<file path="config.mk">
export PLATFORM = sky130hd
export DESIGN_NAME = pipelined_cla
export DESIGN_NICKNAME = d
export VERILOG_FILES = /design/src/rtl/pipelined_cla.sv
export SDC_FILE = /design/constraint.sdc
export NUM_CORES = 1
export LEC_CHECK = 0
export CORE_MARGIN = 8
export CORE_UTILIZATION = 50
export CTS_CLUSTER_DIAMETER = 100
export DETAILED_ROUTE_END_ITERATION = 7
export PLACE_DENSITY = 0.8
export REMOVE_ABC_BUFFERS = 1
export SYNTH_ARGS = -nofsm -noshare
export SYNTH_HDL_FRONTEND = slang
export SYNTH_SLANG_ARGS = --single-unit
export TNS_END_PERCENT = 20
</file>
<file path="constraint.sdc">
create_clock -name clk -period 3.54 [get_ports clk]
set_input_delay 0.531 -clock clk [delete_from_list [all_inputs] [get_ports clk]]
set_output_delay 0.531 -clock clk [all_outputs]
set_load 0.01 [all_outputs]
</file>
<file path="src/rtl/pipelined_cla.sv">
// Pipelined carry-lookahead adder: WIDTH bits split into STAGES segments, one segment per stage.
// Optional subtract mode (port sub) is enabled by defining CLA_SUB_EN.
module pipelined_cla #(
  parameter int unsigned WIDTH  = 32,
  parameter int unsigned STAGES = 2
) (
  input  logic             clk,
  input  logic             rst_n,
  input  logic             in_valid,
  output logic             in_ready,
  input  logic [WIDTH-1:0] a,
  input  logic [WIDTH-1:0] b,
  input  logic             c0,
`ifdef CLA_SUB_EN
  input  logic             sub,
`endif
  output logic             out_valid,
  input  logic             out_ready,
  output logic [WIDTH-1:0] sum,
  output logic             cout,
  output logic             ovf
);

  localparam int unsigned SEG = WIDTH / STAGES;
  localparam int unsigned NG  = SEG / 4;

  if ((STAGES == 0) || ((WIDTH % (4 * STAGES)) != 0)) begin : g_bad_cfg
    $error("pipelined_cla: WIDTH must be divisible by 4*STAGES");
  end

  logic             advance;
  logic [WIDTH-1:0] b_eff;
  logic             c_eff;

  assign advance  = !out_valid || out_ready;
  assign in_ready = advance;

`ifdef CLA_SUB_EN
  // Subtract is a + ~b + 1; the caller's carry-in is ignored in that mode.
  assign b_eff = sub ? ~b : b;
  assign c_eff = sub | c0;
`else
  assign b_eff = b;
  assign c_eff = c0;
`endif

  // Sum-of-products lookahead: carry into position n from generate/propagate vectors and carry-in.
  function automatic logic carry_la(input logic [SEG-1:0] gv, input logic [SEG-1:0] pv,
                                    input logic ci, input int n);
    logic c;
    logic t;
    c = ci;
    for (int q = 0; q < int'(SEG); q++)
      if (q < n) c = c & pv[q];
    for (int m = 0; m < int'(SEG); m++) begin
      if (m < n) begin
        t = gv[m];
        for (int q = m + 1; q < int'(SEG); q++)
          if (q < n) t = t & pv[q];
        c = c | t;
      end
    end
    return c;
  endfunction

  for (genvar k = 0; k < int'(STAGES); k++) begin : g_stg
    // a_src/b_src hold the operand bits not yet consumed; bits [SEG-1:0] belong to this stage.
    localparam int unsigned OW = WIDTH - SEG * k;

    logic [OW-1:0]          a_src;
    logic [OW-1:0]          b_src;
    logic [(k+1)*SEG-1:0]   s_acc;
    logic                   ci;
    logic                   v_src;
    logic                   co;
    logic [SEG-1:0]         p;
    logic [SEG-1:0]         g;
    logic [SEG-1:0]         c;
    logic [SEG-1:0]         s;
    logic [NG-1:0]          gg;
    logic [NG-1:0]          gp;
    logic [NG:0]            cg;

    // Two-level lookahead: group P/G per nibble, then group carries, then bit carries.
    always_comb begin
      p  = a_src[SEG-1:0] ^ b_src[SEG-1:0];
      g  = a_src[SEG-1:0] & b_src[SEG-1:0];
      gg = '0;
      gp = '0;
      cg = '0;
      c  = '0;
      for (int j = 0; j < int'(NG); j++) begin
        gg[j] = carry_la(SEG'(g[4*j +: 4]), SEG'(p[4*j +: 4]), 1'b0, 4);
        gp[j] = &p[4*j +: 4];
      end
      for (int j = 0; j <= int'(NG); j++)
        cg[j] = carry_la(SEG'(gg), SEG'(gp), ci, j);
      for (int i = 0; i < int'(SEG); i++)
        c[i] = carry_la(SEG'(g[4*(i/4) +: 4]), SEG'(p[4*(i/4) +: 4]), cg[i/4], i % 4);
      s = p ^ c;
    end

    assign co = cg[NG];

    if (k == 0) begin : g_first
      assign a_src = a;
      assign b_src = b_eff;
      assign ci    = c_eff;
      assign v_src = in_valid;
      assign s_acc = s;
    end else begin : g_next
      localparam int unsigned PW = WIDTH - SEG * (k - 1);

      logic [OW-1:0]      a_q;
      logic [OW-1:0]      b_q;
      logic [k*SEG-1:0]   s_q;
      logic               c_q;
      logic               v_q;

      // Inter-stage register: remaining operands, finished low sum bits, segment carry, valid.
      always_ff @(posedge clk or negedge rst_n) begin
        if (!rst_n) begin
          a_q <= '0;
          b_q <= '0;
          s_q <= '0;
          c_q <= 1'b0;
          v_q <= 1'b0;
        end else if (advance) begin
          a_q <= g_stg[k-1].a_src[PW-1:SEG];
          b_q <= g_stg[k-1].b_src[PW-1:SEG];
          s_q <= g_stg[k-1].s_acc;
          c_q <= g_stg[k-1].co;
          v_q <= g_stg[k-1].v_src;
        end
      end

      assign a_src = a_q;
      assign b_src = b_q;
      assign ci    = c_q;
      assign v_src = v_q;
      assign s_acc = {s, s_q};
    end
  end

  // Output register closes the last stage; it holds while the consumer stalls.
  always_ff @(posedge clk or negedge rst_n) begin
    if (!rst_n) begin
      out_valid <= 1'b0;
      sum       <= '0;
      cout      <= 1'b0;
      ovf       <= 1'b0;
    end else if (advance) begin
      out_valid <= g_stg[STAGES-1].v_src;
      sum       <= g_stg[STAGES-1].s_acc;
      cout      <= g_stg[STAGES-1].co;
      ovf       <= g_stg[STAGES-1].c[SEG-1] ^ g_stg[STAGES-1].co;
    end
  end

endmodule

</file>
==> impl_metrics.json, run 1 <==
{
  "crit_chain": "clkdlybuf4s50_1 > ha_1 > a21o_1 > a21oi_1 > o21ai_0 > a21boi_0 > inv_1 > ha_1 > o21a_1 > o21a_1 > nor2_1 > xor2_1 > o21ai_0",
  "skew_ps": 11.5,
  "r2r_slack_ps": 770,
  "arrival_ps": 3140,
  "netlist_area_um2": 4480,
  "yosysTopAreaCellShare": 0.474,
  "crit_fanout": 2,
  "drtIter0Drc": 141,
  "crit_type": "in -> reg",
  "insertion_delay_ps": 350,
  "fmax_mhz": 340,
  "hold_viol_final": 0,
  "layout_min_cycle_time_ps": 2940,
  "placedCellCount": 692,
  "tightestPinTransition_ps": 1050,
  "routed_wl_mm": 10.2,
  "synth_ff_type": "dfrtp_1",
  "rsz0062_at_grt": "false",
  "syn_avg_cell_area_um2": 9.06,
  "drive_above_1_share": 0.0384,
  "endpoint": "g_stg[1].g_next.s_q[15]$_DFFE_PN0P_",
  "yosys.area.top_type": "dfrtp_1",
  "p_per_area_nw_per_um2": 565,
  "antenna_found_initial": 0,
  "startpoint": "a[0]",
  "numPortBuffers": 104,
  "diodes": 0,
  "synth_edf_count": 0,
  "rows": 34,
  "initial_utilization": 0.514,
  "postCtsSetupRepairBufs": 0,
  "mostFrequentLayoutCells": "nand2_1, clkdlybuf4s50_1, dfrtp_1, ha_1, o21ai_0",
  "nets": 712,
  "htree_num_levels": 3,
  "grt_use_total": 0.169,
  "synth_warnings": 0,
  "status": "finished, final reports clean",
  "ys_types": 33,
  "final-setup-viol-count": 0,
  "avgRoutedWirePerCell_um": 14.4,
  "synthArstFlopShare": 1.00,
  "ys_seq_elements": 85,
  "die_w_um": 111,
  "area_growth_pct": 30.4,
  "reg2reg_from": "g_stg[1].a_src[0]$_DFFE_PN0P_",
  "netlist_instances": 495,
  "final_cell_count_no_fill": 707,
  "place_hpwl_mm": 7.50,
  "die_h_um": 111,
  "r2r_end": "ovf$_DFFE_PN0P_",
  "finalWeightedCongestion": 0.798,
  "core-area_um2": 8720,
  "slowest_stage": "clkdlybuf4s50_1",
  "slew_violations": 0,
  "cts.path.max_buffers": 2,
  "clock_sinks": 85,
  "layout_commonest_cell": "nand2_1",
  "synth_seq_area_share": 0.474,
  "setup_ws_ps": 597,
  "p_leak_nw": 2.79,
  "avgViaCountPerCell": 5.10,
  "drc": 0,
  "ir_drop_v": 0.000259,
  "ant_nets": 0,
  "slew_headroom": 0.298,
  "place_ws_ps": 270,
  "hold_class": "in -> async",
  "hold_buffers": 0,
  "slowest_delay_ps": 440,
  "cts_buffers": 9,
  "grt_pass1_wl_mm": 17.5,
  "cts_tree": "done",
  "vias": 3606,
  "clk_transition_reported_paths_ps": 80,
  "synthTopCellsByArea": "dfrtp_1, nand2_1, ha_1",
  "required_ps": 3740,
  "io_pins": 105,
  "cts_root_buf": "clkbuf_8",
  "maxCapViolCount": 0,
  "dr.pass1.iters": 4,
  "post_cts_resized": 0,
  "grt_max_degree": 90,
  "r2r_cells": 12,
  "holdWs_ps": 365,
  "grt-ovfl-total": 0,
  "start_kind": "input port",
  "grt_pass1_vias": 3770,
  "endpoint_kind": "flop",
  "dieArea_um2": 12300,
  "period_share": 0.831
}
## flip-flops by register name, indices dropped and copies added (netlist names)
register / count
sum: 32
g_stg.a_src: 16
g_stg.b_src: 16
g_stg.g_next.s_q: 16
cout: 1
g_stg.ci: 1
g_stg.g_next.v_q: 1
out_valid: 1
ovf: 1
## cell families (layout without fill, tap and decap cells)
group / count (synthesis) / count (layout) / synth area share
flops: 85 / 85 / 0.474
xor+xnor: 17 / 17 / 0.0332
compound gates: 84 / 84 / 0.117
simple gates: 233 / 233 / 0.204
fa+ha+maj: 48 / 48 / 0.147
buf+inv: 28 / 132 / 0.0240
## metrics by stage
stage	TNS, ps	instance area [µm²]	utilization	total power [mW]
3_3_place_gp	0	5620	0.644	2.48
4_1_cts	0	5850	0.671	3.34
6_report	0	5850	0.671	3.30
2_1_floorplan	-187570	4410	-	1.97
3_5_place_dp	0	5620	0.644	2.53
5_1_grt	0	5850	0.671	3.53
## layout make-up
cell class / instances / area, µm²
sequential: 85 / 2130
clock buffer: 10 / 128
fill: 698 / 2870
tap: 108 / 135
clock inverter: 5 / 100
timing repair buffer: 108 / 1070
inverter: 9 / 33.8
multi-input combinational: 382 / 2260
## how the worst min path moves through the flow
stage / slack (ps) / endpoint / cells after the start / start
floorplan: 240 / cout$_DFFE_PN0P_ / 0 / rst_n
global placement: 440 / out_valid$_DFFE_PN0P_ / 1 / g_stg[1].g_next.v_q$_DFFE_PN0P_
detailed placement: 450 / out_valid$_DFFE_PN0P_ / 1 / g_stg[1].g_next.v_q$_DFFE_PN0P_
CTS: 410 / out_valid$_DFFE_PN0P_ / 1 / rst_n
global route: 460 / g_stg[1].a_src[11]$_DFFE_PN0P_ / 1 / rst_n
finish: 370 / g_stg[1].a_src[11]$_DFFE_PN0P_ / 1 / rst_n
## where the power goes
group | leakage [nW] | internal [mW] | switching (mW) | total [mW]
clock | 0.116 | 0.463 | 0.336 | 0.799
combinational | 1.66 | 0.596 | 0.552 | 1.15
sequential | 1.02 | 1.21 | 0.144 | 1.35
total | 2.79 | 2.27 | 1.03 | 3.30
## cells in the mapped netlist (all sizes together), types with 2 or more instances
cell    count
o21a       16
nand2     190
buf        10
nand2b      3
a211oi      2
nand4       2
ha         40
xor2        9
inv         9
nor2b       2
o31ai       7
xnor2       8
fa          8
clkbuf      9
nor2       21
a21o        3
or3         2
a21oi      20
dfrtp      85
nand3       2
o21ai      28
nor3       10
## critical path, delay by kind of cell
| family | cells | cell delay (ps) |
|---|---|---|
| AOI/OAI and AO/OA | 7 | 1240 |
| buffers and inverters | 2 | 570 |
| adders and majority gates | 2 | 550 |
| xor gates and xnor gates | 1 | 160 |
| and+or+nand+nor | 1 | 110 |
## per-layer routing
| metal | global-route usage | up-vias | wire length, µm |
|---|---|---|---|
| met4 | 0.0486 | 0 | 108 |
| li1 | - | 1825 | - |
| met1 | 0.213 | 1678 | 4690 |
| met5 | 0 | - | 0 |
| met3 | 0.0666 | 10 | 720 |
| met2 | 0.262 | 93 | 4680 |
Power figures use the tool's default switching activity.
==> run 2, diff against run 1 <==
Clock period 3.54 ns to 2.95 ns, I/O delays scaled along.
==> run 2 against run 1 <==
Combinational power up 23%. Utilization up 0.86 points. Sequential cell count unchanged. Register-to-register slack worse by 620 ps. Non-clock buffer count up 12. Clock-buffer cell count down 1. Power up 19%. Sequential share of layout area down 0.46 points. Via count up 3.1%. First-iteration DRC count down 9.2%. Final area up 1.3%. Hold slack worse by 110 ps. Largest cell class unchanged. Largest power group unchanged. Highest routed layer unchanged.
==> impl_metrics.json, run 2 (synthesis gave the netlist of run 1 again) <==
{
  "status": "finished, final reports clean",
  "arrival_ps": 3050,
  "routed_wl_mm": 10.3,
  "mostFrequentLayoutCells": "nand2_1, clkdlybuf4s50_1, dfrtp_1, ha_1, o21ai_0",
  "period_share": 0.950,
  "grt_max_degree": 86,
  "io_pins": 105,
  "slew_headroom": 0.301,
  "p_leak_nw": 2.84,
  "antenna_found_initial": 0,
  "hold_viol_final": 0,
  "reg2reg_from": "g_stg[1].a_src[0]$_DFFE_PN0P_",
  "slew_violations": 0,
  "cts_root_buf": "clkbuf_8",
  "path_depth": 11,
  "crit_type": "reg -> reg",
  "required_ps": 3200,
  "htree_num_levels": 3,
  "postCtsSetupRepairBufs": 0,
  "clk_transition_reported_paths_ps": 80,
  "diodes": 0,
  "placedCellCount": 704,
  "finalWeightedCongestion": 0.793,
  "nFillCells": 690,
  "ir_drop_v": 0.000359,
  "numPortBuffers": 104,
  "cts.path.max_buffers": 2,
  "final-setup-viol-count": 0,
  "layout_min_cycle_time_ps": 2800,
  "die_h_um": 111,
  "endpoint": "ovf$_DFFE_PN0P_",
  "maxCapViolCount": 0,
  "grt_pass1_wl_mm": 17.6,
  "slowest_stage": "dfrtp_1",
  "die_w_um": 111,
  "dieArea_um2": 12300,
  "ant_nets": 0,
  "skew_ps": 11.9,
  "crit_family": "compound AO/OA/AOI/OAI gates",
  "startpoint": "g_stg[1].a_src[0]$_DFFE_PN0P_",
  "r2r_end": "ovf$_DFFE_PN0P_",
  "insertion_delay_ps": 360,
  "clock_sinks": 85,
  "crit_fanout": 5,
  "drtIter0Drc": 128,
  "p_per_area_nw_per_um2": 661,
  "rows": 34,
  "endpoint_kind": "flop",
  "start_kind": "flop",
  "largest_register": "sum",
  "drc": 0,
  "area_growth_pct": 32.1,
  "r2r_cells": 11,
  "critical_path_buf_inv_count": 0,
  "fmax_mhz": 357,
  "grt_use_total": 0.171,
  "place_hpwl_mm": 7.56,
  "power_mw": 3.91,
  "cts_tree": "done",
  "layout_commonest_cell": "nand2_1",
  "dr.pass1.iters": 4,
  "tightestPinTransition_ps": 1050,
  "grt-ovfl-total": 0,
  "vias": 3719,
  "hold_class": "in -> async",
  "drive_above_1_share": 0.0589,
  "avgRoutedWirePerCell_um": 14.3,
  "grt_pass1_vias": 3923,
  "initial_utilization": 0.514,
  "nets": 724,
  "core-area_um2": 8720,
  "avgViaCountPerCell": 5.17,
  "rsz0062_at_grt": "true",
  "slowest_delay_ps": 390,
  "final_cell_count_no_fill": 719,
  "crit_chain": "ha_1 > a211oi_1 > o21ai_0 > a21o_1 > nor2_1 > nor2_1 > ha_1 > o211ai_1 > nand3_1 > or3_1 > o211a_1",
  "largest_reg_flops": 32,
  "r2r_slack_ps": 150,
  "cts_buffers": 9
}
==> run 2: changes by cell type in the layout (fill, tap and decap cells not counted), sizes merged <==
| cell | delta |
|---|---|
| clkbuf | -1 |
| clkinvlp | +2 |
| bufinv | -1 |
| buf | +12 |
==> run 2: cell type report <==
type	instances	area [µm²]	share of cell area
repair buffers	120	1160	0.196
clock inverters	6	88.8	0.0150
clock buffers	9	124	0.0209
inverters	9	33.8	0.00570
flip-flops and latches	85	2130	0.359
multi-input cells	382	2260	0.381
well taps	108	135	0.0228
==> run 2: power by group <==
| group | switching (mW) | total [mW] | leakage [nW] | internal [mW] |
|---|---|---|---|---|
| clock network | 0.413 | 0.885 | 0.101 | 0.472 |
| logic | 0.671 | 1.41 | 1.72 | 0.735 |
| registers | 0.172 | 1.62 | 1.02 | 1.45 |
==> run 2: worst min path at each step <==
stage / start / cells after the start / to / slack, ps
final: rst_n / 1 / sum[27]$_DFFE_PN0P_ / 260
after global routing: rst_n / 1 / g_stg[1].b_src[3]$_DFFE_PN0P_ / 360
after CTS: rst_n / 1 / g_stg[1].b_src[3]$_DFFE_PN0P_ / 310
after detailed placement: g_stg[1].g_next.v_q$_DFFE_PN0P_ / 1 / out_valid$_DFFE_PN0P_ / 440
after global placement: g_stg[1].g_next.v_q$_DFFE_PN0P_ / 1 / out_valid$_DFFE_PN0P_ / 440
after floorplan: rst_n / 0 / cout$_DFFE_PN0P_ / 150
==> run 2: what timing repair did <==
action	in CTS	in global routing
hold buffers	0	0
hold endpoints to repair	0	0
setup endpoints to repair	0	3
resized for setup	0	2
==> run 2: metrics by stage <==
stage	hold slack, ps	area [µm²]	setup WS [ps]	setup TNS [ps]	util
3_3_place_gp	441	5710	-123	-189	0.655
5_1_grt	362	5920	-35.8	-35.8	0.679
4_1_cts	307	5920	82.5	0	0.679
3_5_place_dp	443	5710	-265	-608	0.655
6_report	257	5920	146	0	0.679
2_1_floorplan	147	4410	-3630	-230610	-
==> run 2: metal layers <==
metal  GRT usage  share of wire  vias to the layer above
met5           0              0                        -
met4      0.0586         0.0099                        0
met3      0.0579          0.064                        8
met2       0.289           0.48                      107
met1       0.197           0.45                     1751
li1            -              -                     1853
==> run 2: worst register-to-register path, stage by stage, from the launching register on <==
cell,delay (ps)
dfrtp_1,390
ha_1,320
a211oi_1,320
o21ai_0,170
a21o_1,250
nor2_1,140
nor2_1,80
ha_1,210
o211ai_1,240
nand3_1,130
or3_1,330
o211a_1,130
